File: config.mk
export PLATFORM = sky130hd
export DESIGN_NAME = nvm_spi_emu
export DESIGN_NICKNAME = d
export VERILOG_FILES = /design/src/rtl/nvm_spi_pkg.sv /design/src/rtl/spi_pin_sync.sv /design/src/rtl/nvm_spi_emu.sv
export SDC_FILE = /design/constraint.sdc
export NUM_CORES = 1
export LEC_CHECK = 0
export BUFFER_PORTS_ARGS = -buffer_cell sky130_fd_sc_hd__buf_2
export CAP_MARGIN = 20
export CORE_ASPECT_RATIO = 0.8
export CORE_MARGIN = 2
export CORE_UTILIZATION = 50
export CTS_BUF_LIST = sky130_fd_sc_hd__clkbuf_4
export CTS_CLUSTER_DIAMETER = 100
export CTS_CLUSTER_SIZE = 20
export DETAILED_ROUTE_END_ITERATION = 16
export PLACE_DENSITY = 0.66
export SLEW_MARGIN = 20
export SYNTH_ARGS = -nofsm -noshare
export SYNTH_HDL_FRONTEND = slang
export SYNTH_SLANG_ARGS = --single-unit
File: constraint.sdc
create_clock -name clk -period 4.97 [get_ports clk]
set_input_delay 0.994 -clock clk [delete_from_list [all_inputs] [get_ports clk]]
set_output_delay 0.994 -clock clk [all_outputs]
set_load 0.01 [all_outputs]
File: src/rtl/nvm_spi_pkg.sv
// Shared opcodes, FSM states and status-register layout for the SPI EEPROM emulator.
package nvm_spi_pkg;

  localparam logic [7:0] OP_WRITE = 8'h02;
  localparam logic [7:0] OP_READ  = 8'h03;
  localparam logic [7:0] OP_WRDI  = 8'h04;
  localparam logic [7:0] OP_RDSR  = 8'h05;
  localparam logic [7:0] OP_WREN  = 8'h06;

  localparam int SR_WIP = 0;
  localparam int SR_WEL = 1;

  typedef enum logic [2:0] {
    ST_IDLE,
    ST_ADDR,
    ST_READ,
    ST_RDSR,
    ST_WRITE,
    ST_IGNORE
  } state_e;

  function automatic logic [7:0] status_byte(input logic wip, input logic wel);
    logic [7:0] s;
    s         = '0;
    s[SR_WIP] = wip;
    s[SR_WEL] = wel;
    return s;
  endfunction

endpackage

File: src/rtl/spi_pin_sync.sv
// Two-flop synchronizers for the SPI pins plus single-clk edge pulses on sck and cs_n.
module spi_pin_sync (
  input  logic clk,
  input  logic rst_n,
  input  logic cs_n_i,
  input  logic sck_i,
  input  logic si_i,
  output logic cs_n_o,
  output logic si_o,
  output logic sck_rise_o,
  output logic sck_fall_o,
  output logic cs_fall_o,
  output logic cs_rise_o
);

  logic [2:0] cs_q;
  logic [2:0] sck_q;
  logic [1:0] si_q;

  // Third flop of cs/sck holds the previous synced value for edge detection.
  always_ff @(posedge clk or negedge rst_n) begin
    if (!rst_n) begin
      cs_q  <= 3'b111;
      sck_q <= 3'b000;
      si_q  <= 2'b00;
    end else begin
      cs_q  <= {cs_q[1:0], cs_n_i};
      sck_q <= {sck_q[1:0], sck_i};
      si_q  <= {si_q[0], si_i};
    end
  end

  assign cs_n_o     = cs_q[1];
  assign si_o       = si_q[1];
  assign sck_rise_o = sck_q[1] & ~sck_q[2];
  assign sck_fall_o = ~sck_q[1] & sck_q[2];
  assign cs_fall_o  = ~cs_q[1] & cs_q[2];
  assign cs_rise_o  = cs_q[1] & ~cs_q[2];

endmodule

File: src/rtl/nvm_spi_emu.sv
// 25xx-style SPI EEPROM emulator (mode 0) with READ/WRITE/RDSR/WREN/WRDI over a sync-read memory port.
module nvm_spi_emu
  import nvm_spi_pkg::*;
#(
  parameter int ADDR_BYTES   = 2,
  parameter int MEM_AW       = 16,
  parameter int PAGE_SIZE    = 32,
  parameter int WRITE_CYCLES = 1024
) (
  input  logic              clk,
  input  logic              rst_n,
  input  logic              cs_n,
  input  logic              sck,
  input  logic              si,
  output logic              so,
  output logic              so_oe,
  output logic [MEM_AW-1:0] mem_addr,
  input  logic [7:0]        mem_rdata,
  output logic [7:0]        mem_wdata,
  output logic              mem_we,
  output logic              busy
);

  localparam int                AB_W       = 8 * ADDR_BYTES;
  localparam int                WC_W       = $clog2(WRITE_CYCLES + 1);
  localparam logic [MEM_AW-1:0] PG_MASK    = MEM_AW'(PAGE_SIZE - 1);
  localparam logic [1:0]        ABYTE_LAST = 2'(ADDR_BYTES - 1);

  logic cs_n_s, si_s, sck_rise, sck_fall, cs_fall, cs_rise;

  state_e            state_q, state_d;
  logic [2:0]        bit_cnt_q;
  logic [1:0]        abyte_q;
  logic              wr_cmd_q, wr_any_q, wel_q;
  logic [WC_W-1:0]   wip_cnt_q;
  logic              so_q, so_oe_q, mem_we_q;
  logic [MEM_AW-1:0] mem_addr_q;
  logic [7:0]        mem_wdata_q;
  logic              rd_p0_q, rd_p1_q;
  logic [7:0]        rx_q, tx_q, pf_q;
  logic [AB_W-1:0]   addr_q;

  logic              active, wip, byte_done, addr_done, tx_start, tx_state;
  logic              wel_set, wel_clr;
  logic [7:0]        rx_byte, tx_src;
  logic [AB_W-1:0]   addr_full;

  function automatic logic [MEM_AW-1:0] page_inc(input logic [MEM_AW-1:0] a);
    return (a & ~PG_MASK) | ((a + 1'b1) & PG_MASK);
  endfunction

  spi_pin_sync u_sync (
    .clk       (clk),
    .rst_n     (rst_n),
    .cs_n_i    (cs_n),
    .sck_i     (sck),
    .si_i      (si),
    .cs_n_o    (cs_n_s),
    .si_o      (si_s),
    .sck_rise_o(sck_rise),
    .sck_fall_o(sck_fall),
    .cs_fall_o (cs_fall),
    .cs_rise_o (cs_rise)
  );

  always_comb begin
    active    = ~cs_n_s;
    wip       = (wip_cnt_q != '0);
    rx_byte   = {rx_q[6:0], si_s};
    addr_full = {addr_q[AB_W-2:0], si_s};
    byte_done = active && sck_rise && (bit_cnt_q == 3'd7);
    addr_done = byte_done && (state_q == ST_ADDR) && (abyte_q == ABYTE_LAST);
    tx_state  = (state_q == ST_READ) || (state_q == ST_RDSR);
    tx_start  = active && sck_fall && tx_state && (bit_cnt_q == 3'd0);
    tx_src    = (state_q == ST_READ) ? pf_q : status_byte(wip, wel_q);
  end

  always_ff @(posedge clk or negedge rst_n) begin
    if (!rst_n) state_q <= ST_IDLE;
    else        state_q <= state_d;
  end

  // While WIP is set only RDSR is decoded; everything else is parked in IGNORE.
  always_comb begin
    state_d = state_q;
    wel_set = 1'b0;
    wel_clr = 1'b0;
    if (!active) begin
      state_d = ST_IDLE;
    end else if (byte_done) begin
      case (state_q)
        ST_IDLE: begin
          state_d = ST_IGNORE;
          if (rx_byte == OP_RDSR) begin
            state_d = ST_RDSR;
          end else if (!wip) begin
            case (rx_byte)
              OP_READ:  state_d = ST_ADDR;
              OP_WRITE: if (wel_q) state_d = ST_ADDR;
              OP_WREN:  wel_set = 1'b1;
              OP_WRDI:  wel_clr = 1'b1;
              default:  ;
            endcase
          end
        end
        ST_ADDR: if (abyte_q == ABYTE_LAST) state_d = wr_cmd_q ? ST_WRITE : ST_READ;
        default: ;
      endcase
    end
  end

  always_ff @(posedge clk or negedge rst_n) begin
    if (!rst_n) begin
      bit_cnt_q   <= '0;
      abyte_q     <= '0;
      wr_cmd_q    <= 1'b0;
      wr_any_q    <= 1'b0;
      wel_q       <= 1'b0;
      wip_cnt_q   <= '0;
      so_q        <= 1'b0;
      so_oe_q     <= 1'b0;
      mem_we_q    <= 1'b0;
      mem_addr_q  <= '0;
      mem_wdata_q <= '0;
      rd_p0_q     <= 1'b0;
      rd_p1_q     <= 1'b0;
    end else begin
      mem_we_q <= 1'b0;
      rd_p0_q  <= 1'b0;
      rd_p1_q  <= rd_p0_q;
      if (wip)      wip_cnt_q  <= wip_cnt_q - 1'b1;
      if (mem_we_q) mem_addr_q <= page_inc(mem_addr_q);
      if (wel_set)  wel_q      <= 1'b1;
      if (wel_clr)  wel_q      <= 1'b0;
      if (!active) begin
        bit_cnt_q <= '0;
        abyte_q   <= '0;
        so_oe_q   <= 1'b0;
        wr_any_q  <= 1'b0;
        if (cs_rise && (state_q == ST_WRITE) && wr_any_q) begin
          wel_q     <= 1'b0;
          wip_cnt_q <= WC_W'(WRITE_CYCLES);
        end
      end else begin
        if (cs_fall) so_q <= 1'b0;
        if (sck_rise) begin
          bit_cnt_q <= bit_cnt_q + 1'b1;
          case (state_q)
            ST_IDLE: if (byte_done) wr_cmd_q <= (rx_byte == OP_WRITE);
            ST_ADDR: if (byte_done) begin
              abyte_q <= abyte_q + 1'b1;
              if (addr_done) begin
                mem_addr_q <= addr_full[MEM_AW-1:0];
                rd_p0_q    <= ~wr_cmd_q;
              end
            end
            // Prefetch the next byte early so it is ready at the next byte boundary.
            ST_READ: if (bit_cnt_q == 3'd1) begin
              mem_addr_q <= mem_addr_q + 1'b1;
              rd_p0_q    <= 1'b1;
            end
            ST_WRITE: if (byte_done) begin
              mem_we_q    <= 1'b1;
              mem_wdata_q <= rx_byte;
              wr_any_q    <= 1'b1;
            end
            default: ;
          endcase
        end
        if (sck_fall && tx_state) begin
          so_oe_q <= 1'b1;
          so_q    <= tx_start ? tx_src[7] : tx_q[7];
        end
      end
    end
  end

  // Datapath shifters; cleared whenever chip select is released.
  always_ff @(posedge clk) begin
    if (!active) begin
      rx_q   <= '0;
      addr_q <= '0;
    end else if (sck_rise) begin
      rx_q <= rx_byte;
      if (state_q == ST_ADDR) addr_q <= addr_full;
    end
    if (rd_p1_q) pf_q <= mem_rdata;
    if (tx_start)                  tx_q <= {tx_src[6:0], 1'b0};
    else if (active && sck_fall)   tx_q <= {tx_q[6:0], 1'b0};
  end

  assign so        = so_q;
  assign so_oe     = so_oe_q;
  assign mem_addr  = mem_addr_q;
  assign mem_wdata = mem_wdata_q;
  assign mem_we    = mem_we_q;
  assign busy      = wip;

endmodule

==> results of run 1 <==
[cells in the final DEF (no fill, tap or decap), types with 3 or more instances in the layout]
cell and n:
dfxtp_1 22, clkinv_2 3, buf_2 40, nand3_1 12, dfrtp_1 56, a22oi_1 8
mux2_2 7, and3_1 6, or3_1 3, clkbuf_4 11, o21ai_0 24, nand4_1 5
o22ai_1 8, dfstp_2 3, nand2_1 84, inv_1 13, nor4_1 3, a21oi_1 38
nor2b_1 4, a31oi_1 3, buf_4 3, or4_1 4, edfxtp_1 15, mux2i_1 8
ha_1 7, nand2b_1 4, xor2_1 10, xnor2_1 3, nor3_1 13, nor2_1 33
[through the flow]
| stage | hold WS [ps] | total power [uW] | instance area (um^2) | util, % |
|---|---|---|---|---|
| floorplan | 331 | 1250 | 4410 | - |
| global placement | 333 | 1340 | 4680 | 55.0 |
| detailed placement | 336 | 1350 | 4680 | 55.0 |
| CTS | 369 | 1770 | 4820 | 56.5 |
| global route | 375 | 1880 | 4820 | 56.6 |
| finish | 366 | 1750 | 4820 | 56.6 |
[worst max-delay path: stages (launching register included)]
cell	delay, ps
dfrtp_1	450
nor4_1	490
nand3_1	410
buf_2	270
[area by class of cell]
cell class	instances	area (um^2)	area share (%)
Sequential cell	96	2370	49.2
Multi-Input combinational cell	325	1910	39.6
Timing Repair Buffer	43	223	4.62
Tap cell	112	140	2.91
Clock buffer	11	82.6	1.71
Clock inverter	5	48.8	1.01
Inverter	13	48.8	1.01
[final timing paths]
check	from	to	slack, ps	cells past startpoint
max	wip_cnt_q[7]$_DFF_PN0_	busy	1910	3
min	u_sync.si_q[0]$_DFF_PN0_	u_sync.si_q[1]$_DFF_PN0_	370	0
max reg2reg	u_sync.sck_q[1]$_DFF_PN0_	mem_addr[9]$_DFFE_PN0P_	2250	5
min reg2reg	u_sync.si_q[0]$_DFF_PN0_	u_sync.si_q[1]$_DFF_PN0_	370	0
max in group asynchronous	rst_n	mem_addr[8]$_DFFE_PN0P_	3780	2
min in group asynchronous	rst_n	u_sync.si_q[0]$_DFF_PN0_	670	2
[state kept, by name, summed over array words and instances (netlist names), 7 cells and up]
name,count
mem_wdata,8
wip_cnt_q,11
mem_addr,16
addr_q,15
rx_q,7
pf_q,8
tx_q,7
[power by group through the flow]
stage                     logic, uW  registers (uW)  clock network, uW
final                           471             865                417
after CTS                       479             865                427
after global routing            549             869                457
after detailed placement        475             880                  0
after global placement          459             878                  0
after floorplan                 383             870                  0
[logic make-up after synthesis]
logic type,after synthesis,share of synthesized area (%)
compound gates,98,13.2
buf+inv,34,3.20
mux,15,3.60
flops,96,53.7
xor+xnor,13,2.58
fa+ha+maj,7,1.98
simple gates,192,21.7
[metal layers]
metal	track usage, %	part of all wire (%)	up-vias
met4	6.76	1.1	0
met2	32.5	44	102
met3	6.03	7.0	10
met5	0	0	-
li1	-	-	1667
met1	32.1	48	1655
==> metrics.log, run 1 <==
[metrics] fraction of power consumed by combinational cells: 26.9%
[metrics] overall global routing resource usage: 22.2%
[metrics] highest net fanout along the worst path: 11
[metrics] slew at the pin closest to its max-slew limit: 856 ps
[metrics] placed wire-length estimate: 6640 um
[metrics] async set-or-reset flop fraction in the synthesized netlist: 61.5%
[metrics] area enclosed by the die boundary: 0.00960 mm^2
[metrics] total of endpoints with negative setup slack in the final report: 0
[metrics] initial cell density of the core: 51.8%
[metrics] setup repair after global routing missed its margin: false
[metrics] Final ANT Viol Nets: 0
[metrics] CORE AREA: 0.00852 mm^2
[metrics] CTS Buf Count: 9
[metrics] static leakage power: 0.00209 uW
[metrics] first-pass GRT wire length: 16,200 um
[metrics] Initial DRT Pass Iterations: 7
[metrics] CTS tree: yes
[metrics] Ports: 41
[metrics] total number of placement rows: 30
[metrics] startpoint kind of the worst setup timing path: flip-flop
[metrics] insertion delay to the later sink of the worst-skew pair: 450 ps
[metrics] clock tree buffer depth: 2
[metrics] count of H-tree levels built during CTS: 3
[metrics] pin count of the biggest net entering global routing: 60
[metrics] number of violations reported at the end of detailed-routing iteration 0: 308
[metrics] post-route setup slack: 1910 ps
[metrics] Syn Inst Count: 455
[metrics] sequential fraction of the synthesis area: 53.7%
[metrics] number of buffers inserted to repair setup after CTS: 0
[metrics] maximum vdd drop: 0.247 mV
[metrics] setup TNS: 0 ps
[metrics] worst min-delay path class: flip-flop to flip-flop
[metrics] Net Sw Frac: 32.3%
[metrics] count leader, synth: nand2_1
[metrics] library cell occupying the most area in the post-synthesis netlist: dfrtp_1
[metrics] area grow syn2layout: 9.21%
[metrics] detail-routed net length per standard cell: 16.2 um
[metrics] number of vias after detailed routing: 3,434
[metrics] sequential fraction of design power: 49.3%
[metrics] number of hold-repair buffers added at the cts stage: 0
[metrics] total of warnings raised by yosys: 0
[metrics] CP Data Required Time: 3980 ps
[metrics] internal power component: 1190 uW
[metrics] number of remaining DRC errors: 0
[metrics] maximum capacitance violations: 0
[metrics] Final Instance Count excl. Fillers: 605
[metrics] Clk pin slew, worst setup/hold paths: 150 ps
[metrics] Final Hold Vio Count: 0
[metrics] Synth top area share: 31.7%
[metrics] routability cong.: 0.862
[metrics] number of antenna violations at the first check in global routing: 0
[metrics] ratio of final minimum period to clock period: 61.5%
[metrics] die width: 109 um
[metrics] most instantiated flip-flop cell in the synthesis netlist: dfrtp_1
[metrics] worst clock skew: 15.7 ps
[metrics] max-slew violations: 0
[metrics] Worst Setup Slack post-DPL: 2290 ps
[metrics] number of synthesized flops with an enable pin: 15
[metrics] Min Clock Period, post-route: 3060 ps
[metrics] kind of critical path: flip-flop to primary output
[metrics] top cells by area in the synthesized netlist: dfrtp_1 (32%), edfxtp_1 (10%), dfxtp_1 (10%)
[metrics] Total Routed Length: 9810 um
[metrics] Port Buf Inserts: 40
[metrics] post-detailed-route via-to-cell ratio: 5.68
[metrics] average cell area after synthesis: 9.70 um^2
[metrics] Mapped Nets: 475
[metrics] count of inserted antenna diode cells: 0
[metrics] outcome: complete, no violations
[metrics] arrival time reported for the critical path endpoint: 2060 ps
[metrics] remaining global-route overflow: 0
[metrics] count of different cell masters after synthesis: 57
[metrics] kind of end point of the critical path: primary output
[metrics] number of gates given a new drive strength after cts: 0
[metrics] height of the chip: 88.0 um
[metrics] number of clock sinks: 96
[metrics] number of global-route vias before repair: 3,219
[metrics] maximum operating frequency: 0.327 GHz
[metrics] fraction of power consumed by the clock network: 23.8%
[metrics] ratio of cells with drive above 1 in the final layout: 15.6%
[metrics] mapped cell area: 0.00441 mm^2
[metrics] cell types with the highest counts after synthesis: nand2_1 (84), dfrtp_1 (56), a21oi_1 (38)
[metrics] CTS Root Cell: clkbuf_4
[metrics] fill cell total of the finished layout: 761
[metrics] number of nets in the layout: 508
[metrics] total instance count after detailed placement: 589
[metrics] worst max-slew margin expressed relative to the limit: 42.8%
[metrics] count of state elements after synthesis: 96
[metrics] Net Switching: 566 uW
[metrics] power per cell area: 364 mW/mm^2
(Power assumes the default switching activity.)
==> run 2, diff against run 1 <==
--- a/config.mk
+++ b/config.mk
@@ -14,7 +14,7 @@
 export CTS_CLUSTER_DIAMETER = 100
 export CTS_CLUSTER_SIZE = 20
 export DETAILED_ROUTE_END_ITERATION = 16
-export PLACE_DENSITY = 0.66
+export PLACE_DENSITY = 0.69
 export SLEW_MARGIN = 20
 export SYNTH_ARGS = -nofsm -noshare
 export SYNTH_HDL_FRONTEND = slang
==> constraint.sdc (replaced) <==
create_clock -name clk -period 2.8 [get_ports clk]
set_input_delay 0.56 -clock clk [delete_from_list [all_inputs] [get_ports clk]]
set_output_delay 0.56 -clock clk [all_outputs]
set_load 0.01 [all_outputs]
==> metrics.log, run 2 (synthesis results as in run 1) <==
[metrics] outcome: complete, no violations
[metrics] CTS Buf Count: 9 (unchanged)
[metrics] Total Routed Length: 9790 um (-0.16%)
[metrics] height of the chip: 88.0 um (unchanged)
[metrics] insertion delay to the later sink of the worst-skew pair: 450 ps (about the same)
[metrics] CP Cell Sequence: nor4_1, nand3_1, buf_4, buf_2
[metrics] kind of critical path: flip-flop to primary output
[metrics] number of clock sinks: 96 (unchanged)
[metrics] overall global routing resource usage: 21.7% (-0.44 points)
[metrics] CTS Root Cell: clkbuf_4
[metrics] worst hold start: cs_n
[metrics] kind of end point of the critical path: primary output
[metrics] reg-to-reg critical path startpoint: state_q[1]$_DFFE_PN0P_
[metrics] worst max-slew margin expressed relative to the limit: 27.2% (-16 points)
[metrics] area enclosed by the die boundary: 0.00960 mm^2 (unchanged)
[metrics] master of the slowest instance on the critical path: nor4_1
[metrics] maximum vdd drop: 0.524 mV (+110%)
[metrics] ratio of final minimum period to clock period: 87.5%
[metrics] Port Buf Inserts: 40 (unchanged)
[metrics] highest net fanout along the worst path: 11 (unchanged)
[metrics] max reg flops: 16 (unchanged)
[metrics] count of inserted antenna diode cells: 0 (unchanged)
[metrics] placed wire-length estimate: 6770 um (+1.9%)
[metrics] total power of the final layout: 3150 uW (+79%)
[metrics] area grow syn2layout: 10.1%
[metrics] number of cells traversed by the worst register-to-register path: 4 (-1)
[metrics] total of endpoints with negative setup slack in the final report: 0 (unchanged)
[metrics] register-to-register setup slack: 720 ps (-1530 ps)
[metrics] Final ANT Viol Nets: 0 (unchanged)
[metrics] setup repair after global routing missed its margin: false
[metrics] most frequent standard cell in the layout excluding fill and tap cells: nand2_1
[metrics] number of hold-repair buffers added at the cts stage: 0 (unchanged)
[metrics] maximum capacitance violations: 0 (unchanged)
[metrics] pin count of the biggest net entering global routing: 60 (unchanged)
[metrics] setup TNS: 0 ps (unchanged)
[metrics] maximum operating frequency: 0.408 GHz
[metrics] worst min-delay path class: primary input to flip-flop
[metrics] number of vias after detailed routing: 3,499 (+1.9%)
[metrics] number of buffers inserted to repair setup after CTS: 0 (unchanged)
[metrics] initial cell density of the core: 51.8% (unchanged)
[metrics] number of violations reported at the end of detailed-routing iteration 0: 275 (-11%)
[metrics] Final Hold Vio Count: 0 (unchanged)
[metrics] number of antenna violations at the first check in global routing: 0 (unchanged)
[metrics] worst clock skew: 9.04 ps (-6.63 ps)
[metrics] Worst Path Buf+Inv: 2 (+1)
[metrics] number of remaining DRC errors: 0 (unchanged)
[metrics] number of global-route vias before repair: 3,211 (-0.25%)
[metrics] cell family contributing the most delay on the critical path: simple AND/OR/NAND/NOR gates
[metrics] most frequent cells in the layout: nand2_1 (84), dfrtp_1 (56), buf_2 (40)
[metrics] slew at the pin closest to its max-slew limit: 1090 ps (+235 ps)
[metrics] number of gates given a new drive strength after cts: 0 (unchanged)
[metrics] number of nets in the layout: 513 (+0.98%)
[metrics] Initial DRT Pass Iterations: 5 (-2)
[metrics] total number of placement rows: 30 (unchanged)
[metrics] power per cell area: 648 mW/mm^2 (+78%)
[metrics] routability cong.: 0.852 (-1.2%)
[metrics] CP Data Required Time: 2240 ps (-1740 ps)
[metrics] CTS tree: yes
[metrics] detail-routed net length per standard cell: 16.0 um (-0.98%)
[metrics] ratio of cells with drive above 1 in the final layout: 16.3% (+0.65 points)
[metrics] delay of the slowest cell on the worst path: 510 ps (+20 ps)
[metrics] Min Clock Period, post-route: 2450 ps
[metrics] max-slew violations: 0 (unchanged)
[metrics] clock tree buffer depth: 2 (unchanged)
[metrics] count of H-tree levels built during CTS: 3 (unchanged)
[metrics] static leakage power: 0.00211 uW (+0.93%)
[metrics] startpoint kind of the worst setup timing path: flip-flop
[metrics] RR Endpoint: mem_addr[6]$_DFFE_PN0P_
[metrics] post-detailed-route via-to-cell ratio: 5.74 (+1.1%)
[metrics] Clk pin slew, worst setup/hold paths: 140 ps (about the same)
[metrics] first-pass GRT wire length: 16,000 um (-1.2%)
[metrics] worst hold path depth: 1 (+1)
[metrics] CORE AREA: 0.00852 mm^2 (unchanged)
[metrics] arrival time reported for the critical path endpoint: 1890 ps (-170 ps)
[metrics] die width: 109 um (unchanged)
[metrics] remaining global-route overflow: 0 (unchanged)
[metrics] sink of the worst hold path: u_sync.cs_q[0]$_DFF_PN1_
[metrics] Ports: 41 (unchanged)
[run 2: changes by cell type in the layout (fill, tap and decap cells not counted), sizes merged]
cell	change
inv	+2
clkinvlp	+1
buf	+5
clkinv	-1
clkbuf	-2
[run 2: worst max-delay path by stage]
stage	startpoint	end	cells past startpoint
2_1_floorplan	bit_cnt_q[0]$_DFFE_PN0N_	mem_wdata[0]$_DFFE_PN0P_	6
3_3_place_gp	u_sync.sck_q[2]$_DFF_PN0_	mem_addr[9]$_DFFE_PN0P_	6
3_5_place_dp	u_sync.sck_q[2]$_DFF_PN0_	mem_addr[9]$_DFFE_PN0P_	6
4_1_cts	wip_cnt_q[7]$_DFF_PN0_	busy	4
5_1_grt	wip_cnt_q[7]$_DFF_PN0_	busy	4
6_report	wip_cnt_q[9]$_DFF_PN0_	busy	4
[run 2: area by class of cell]
type	instances	area, um^2
Fill cell	738	3660
Sequential cell	96	2370
Multi-Input combinational cell	325	1900
Timing Repair Buffer	48	260
Tap cell	112	140
Clock inverter	7	68.8
Clock buffer	9	67.6
Inverter	13	48.8
[run 2: per-layer routing]
| metal | track usage, % | part of all wire [%] |
|---|---|---|
| met3 | 6.03 | 7.4 |
| met5 | 0 | 0 |
| met4 | 6.64 | 1.1 |
| met1 | 31.7 | 48 |
| met2 | 31.5 | 43 |
[run 2: power breakdown]
group          leakage (uW)  internal [uW]  switching, uW  total [uW]
Clock             0.0000770            274            467         741
Sequential          0.00113           1480           50.0        1530
Combinational      0.000900            381            495         876
[run 2: stage by stage]
step | util [%] | std cells | hold slack, ps | cell area (um^2) | worst slack, ps
after global placement | 55.4 | 594 | 332 | 4720 | 781
after detailed placement | 55.4 | 594 | 337 | 4720 | 765
after floorplan | - | 455 | 264 | 4410 | 1020
after CTS | 57.0 | 610 | 162 | 4860 | 336
final | 57.0 | 610 | 196 | 4860 | 350
after global routing | 57.0 | 610 | 136 | 4860 | 209
==> run 3, diff against run 2 <==
--- a/config.mk
+++ b/config.mk
@@ -15,7 +15,9 @@
 export CTS_CLUSTER_SIZE = 20
 export DETAILED_ROUTE_END_ITERATION = 16
 export PLACE_DENSITY = 0.69
+export SETUP_SLACK_MARGIN = 0.15
 export SLEW_MARGIN = 20
 export SYNTH_ARGS = -nofsm -noshare
 export SYNTH_HDL_FRONTEND = slang
+export SYNTH_HIERARCHICAL = 1
 export SYNTH_SLANG_ARGS = --single-unit
==> metrics.log, run 3 <==
[metrics] outcome: complete, no violations
[metrics] count leader, synth: nand2_1
[metrics] Ports: 41 (unchanged)
[metrics] master of the slowest instance on the critical path: dfrtp_1
[metrics] async set-or-reset flop fraction in the synthesized netlist: 61.5% (unchanged)
[metrics] Final ANT Viol Nets: 0 (unchanged)
[metrics] sequential fraction of the synthesis area: 53.7% (about the same)
[metrics] max-slew violations: 0 (unchanged)
[metrics] number of nets in the layout: 501 (-2.3%)
[metrics] overall global routing resource usage: 21.4% (-0.35 points)
[metrics] count of inserted antenna diode cells: 0 (unchanged)
[metrics] Clk pin slew, worst setup/hold paths: 140 ps (about the same)
[metrics] initial cell density of the core: 51.8% (about the same)
[metrics] maximum vdd drop: 0.356 mV (-32%)
[metrics] ratio of cells with drive above 1 in the final layout: 18.3% (+2.0 points)
[metrics] kind of critical path: flip-flop to primary output
[metrics] cell family contributing the most delay on the critical path: simple AND/OR/NAND/NOR gates
[metrics] die width: 109 um (about the same)
[metrics] remaining global-route overflow: 0 (unchanged)
[metrics] count of H-tree levels built during CTS: 3 (unchanged)
[metrics] CP Cell Sequence: inv_1, ha_1, nor3b_2, and3_4, inv_2, buf_2
[metrics] CTS Root Cell: clkbuf_4
[metrics] number of hold-repair buffers added at the cts stage: 0 (unchanged)
[metrics] arrival time reported for the critical path endpoint: 2000 ps (+110 ps)
[metrics] height of the chip: 88.0 um (about the same)
[metrics] Syn Inst Count: 445 (-2.2%)
[metrics] fill cell total of the finished layout: 731 (-0.95%)
[metrics] kind of end point of the critical path: primary output
[metrics] worst max-slew margin expressed relative to the limit: 47.5% (+20 points)
[metrics] area grow syn2layout: 12.3%
[metrics] Worst Path Buf+Inv: 3 (+1)
[metrics] top cells by area in the synthesized netlist: dfrtp_1 (32%), edfxtp_1 (10%), dfxtp_1 (10%)
[metrics] clock tree buffer depth: 2 (unchanged)
[metrics] mapped cell area: 0.00441 mm^2 (about the same)
[metrics] highest net fanout along the worst path: 8 (-3)
[metrics] cell types with the highest counts after synthesis: nand2_1 (60), dfrtp_1 (56), nor2_1 (49)
[metrics] ratio of final minimum period to clock period: 91.4% (+3.9 points)
[metrics] Port Buf Inserts: 40 (unchanged)
[metrics] number of remaining DRC errors: 0 (unchanged)
[metrics] power per cell area: 564 mW/mm^2 (-13%)
[metrics] most frequent cells in the layout: nand2_1 (60), dfrtp_1 (56), nor2_1 (49)
[metrics] total number of placement rows: 30 (unchanged)
[metrics] max reg flops: 16 (unchanged)
[metrics] count of different cell masters after synthesis: 57 (unchanged)
[metrics] number of violations reported at the end of detailed-routing iteration 0: 202 (-27%)
[metrics] Final Hold Vio Count: 0 (unchanged)
[metrics] Total Routed Length: 9620 um (-1.7%)
[metrics] delay of the slowest cell on the worst path: 410 ps (-100 ps)
[metrics] Synth top area share: 31.8% (about the same)
[metrics] number of vias after detailed routing: 3,340 (-4.5%)
[metrics] Min Clock Period, post-route: 2560 ps (+110 ps)
[metrics] total of warnings raised by yosys: 6 (+6)
[metrics] setup TNS: 0 ps (unchanged)
[metrics] startpoint kind of the worst setup timing path: flip-flop
[metrics] worst min-delay path class: primary input to flip-flop
[metrics] first-pass GRT wire length: 15,600 um (-2.5%)
[metrics] CTS tree: yes
[metrics] number of global-route vias before repair: 3,166 (-1.4%)
[metrics] library cell occupying the most area in the post-synthesis netlist: dfrtp_1
[metrics] most frequent standard cell in the layout excluding fill and tap cells: nand2_1
[metrics] worst clock skew: 13.9 ps (+4.88 ps)
[metrics] Mapped Nets: 465 (-2.1%)
[metrics] CP Data Required Time: 2240 ps (about the same)
[metrics] maximum capacitance violations: 0 (unchanged)
[metrics] area enclosed by the die boundary: 0.00960 mm^2 (about the same)
[metrics] placed wire-length estimate: 6540 um (-3.4%)
[metrics] routability cong.: 0.865 (+1.6%)
[metrics] Hold WS: 172 ps (-23.9 ps)
[metrics] total of endpoints with negative setup slack in the final report: 0 (unchanged)
[metrics] number of clock sinks: 96 (unchanged)
[metrics] insertion delay to the later sink of the worst-skew pair: 470 ps (+20 ps)
[metrics] count of state elements after synthesis: 96 (unchanged)
[metrics] number of synthesized flops with an enable pin: 15 (unchanged)
[metrics] setup repair after global routing missed its margin: true
[metrics] slew at the pin closest to its max-slew limit: 782 ps (-309 ps)
[metrics] number of antenna violations at the first check in global routing: 0 (unchanged)
[metrics] detail-routed net length per standard cell: 16.1 um (+0.25%)
[metrics] CORE AREA: 0.00852 mm^2 (unchanged)
[metrics] average cell area after synthesis: 9.91 um^2 (+2.2%)
[metrics] most instantiated flip-flop cell in the synthesis netlist: dfrtp_1
[metrics] pin count of the biggest net entering global routing: 60 (unchanged)
[metrics] post-detailed-route via-to-cell ratio: 5.59 (-2.6%)
[metrics] CTS Buf Count: 9 (unchanged)
[metrics] Initial DRT Pass Iterations: 5 (unchanged)
[metrics] static leakage power: 0.00212 uW (+0.58%)
[metrics] maximum operating frequency: 0.391 GHz (-4.3%)
==> run 3: changes by cell type after synthesis, sizes merged, moves of 6 or more <==
cell,previous run,this run
nor2,35,49
nand2,84,60
xor2,10,4
a21oi,38,27
mux2i,8,19
xnor2,3,10
==> run 3: power by group <==
group | switching, uW | leakage, uW | total (uW) | internal [uW]
combinational | 136 | 0.000872 | 226 | 90.4
sequential | 18.2 | 0.00113 | 1450 | 1430
clock | 478 | 0.000117 | 1110 | 634
==> run 3: final timing paths <==
| kind | from | to | slack [ps] | depth (start not counted) |
|---|---|---|---|---|
| setup / recovery | wip_cnt_q[0]$_DFF_PN0_ | busy | 240 | 6 |
| hold / removal | cs_n | u_sync/cs_q[0]$_DFF_PN1_ | 170 | 1 |
| setup reg to reg | u_sync/sck_q[2]$_DFF_PN0_ | mem_addr[0]$_DFF_PN0_ | 390 | 7 |
| hold reg to reg | u_sync/cs_q[0]$_DFF_PN1_ | u_sync/cs_q[1]$_DFF_PN1_ | 370 | 0 |
| max in group asynchronous | rst_n | mem_addr[12]$_DFFE_PN0P_ | 2080 | 2 |
| min in group asynchronous | rst_n | mem_addr[1]$_DFF_PN0_ | 220 | 2 |
==> run 3: cell type report <==
cell class / instances / area (um^2) / share of cell area (%)
Inverter: 15 / 56.3 / 1.14
Clock buffer: 9 / 67.6 / 1.36
Timing Repair Buffer: 49 / 268 / 5.41
Multi-Input combinational cell: 310 / 1880 / 38.0
Tap cell: 112 / 140 / 2.83
Clock inverter: 7 / 166 / 3.36
Sequential cell: 96 / 2370 / 47.9
==> run 3: logic make-up after synthesis <==
| logic type | after synthesis | synth area share, % |
|---|---|---|
| flip-flops | 96 | 53.7 |
| AO/OA/AOI/OAI | 89 | 12.3 |
| XOR/XNOR | 14 | 2.78 |
| buffers and inverters | 39 | 3.83 |
| adder cells (fa/ha/maj) | 7 | 1.99 |
| multiplexers | 28 | 6.61 |
| AND/OR/NAND/NOR | 172 | 18.7 |
==> run 3: layer usage <==
| layer | vias to the layer above | share of wire, % | global-route usage, % |
|---|---|---|---|
| met5 | - | 0 | 0 |
| met3 | 8 | 5.5 | 6.32 |
| li1 | 1638 | - | - |
| met1 | 1597 | 50 | 30.4 |
| met4 | 0 | 0.85 | 6.99 |
| met2 | 97 | 44 | 31.4 |
==> run 3: through the flow <==
step | power (uW) | util [%] | setup slack, ps | cell area [um^2] | cells
after floorplan | 1630 | - | 751 | 4410 | 445
after global placement | 1690 | 55.2 | 372 | 4710 | 582
after detailed placement | 1700 | 55.2 | 306 | 4710 | 582
after CTS | 2810 | 58.1 | 163 | 4950 | 598
after global routing | 2900 | 58.1 | 112 | 4950 | 598
final | 2790 | 58.1 | 240 | 4950 | 598
==> run 3: what timing repair did <==
action | CTS | global route
endpoints found under the setup margin | 1 | 4
buffers inserted | 0 | 0
gates resized for setup | 2 | 2
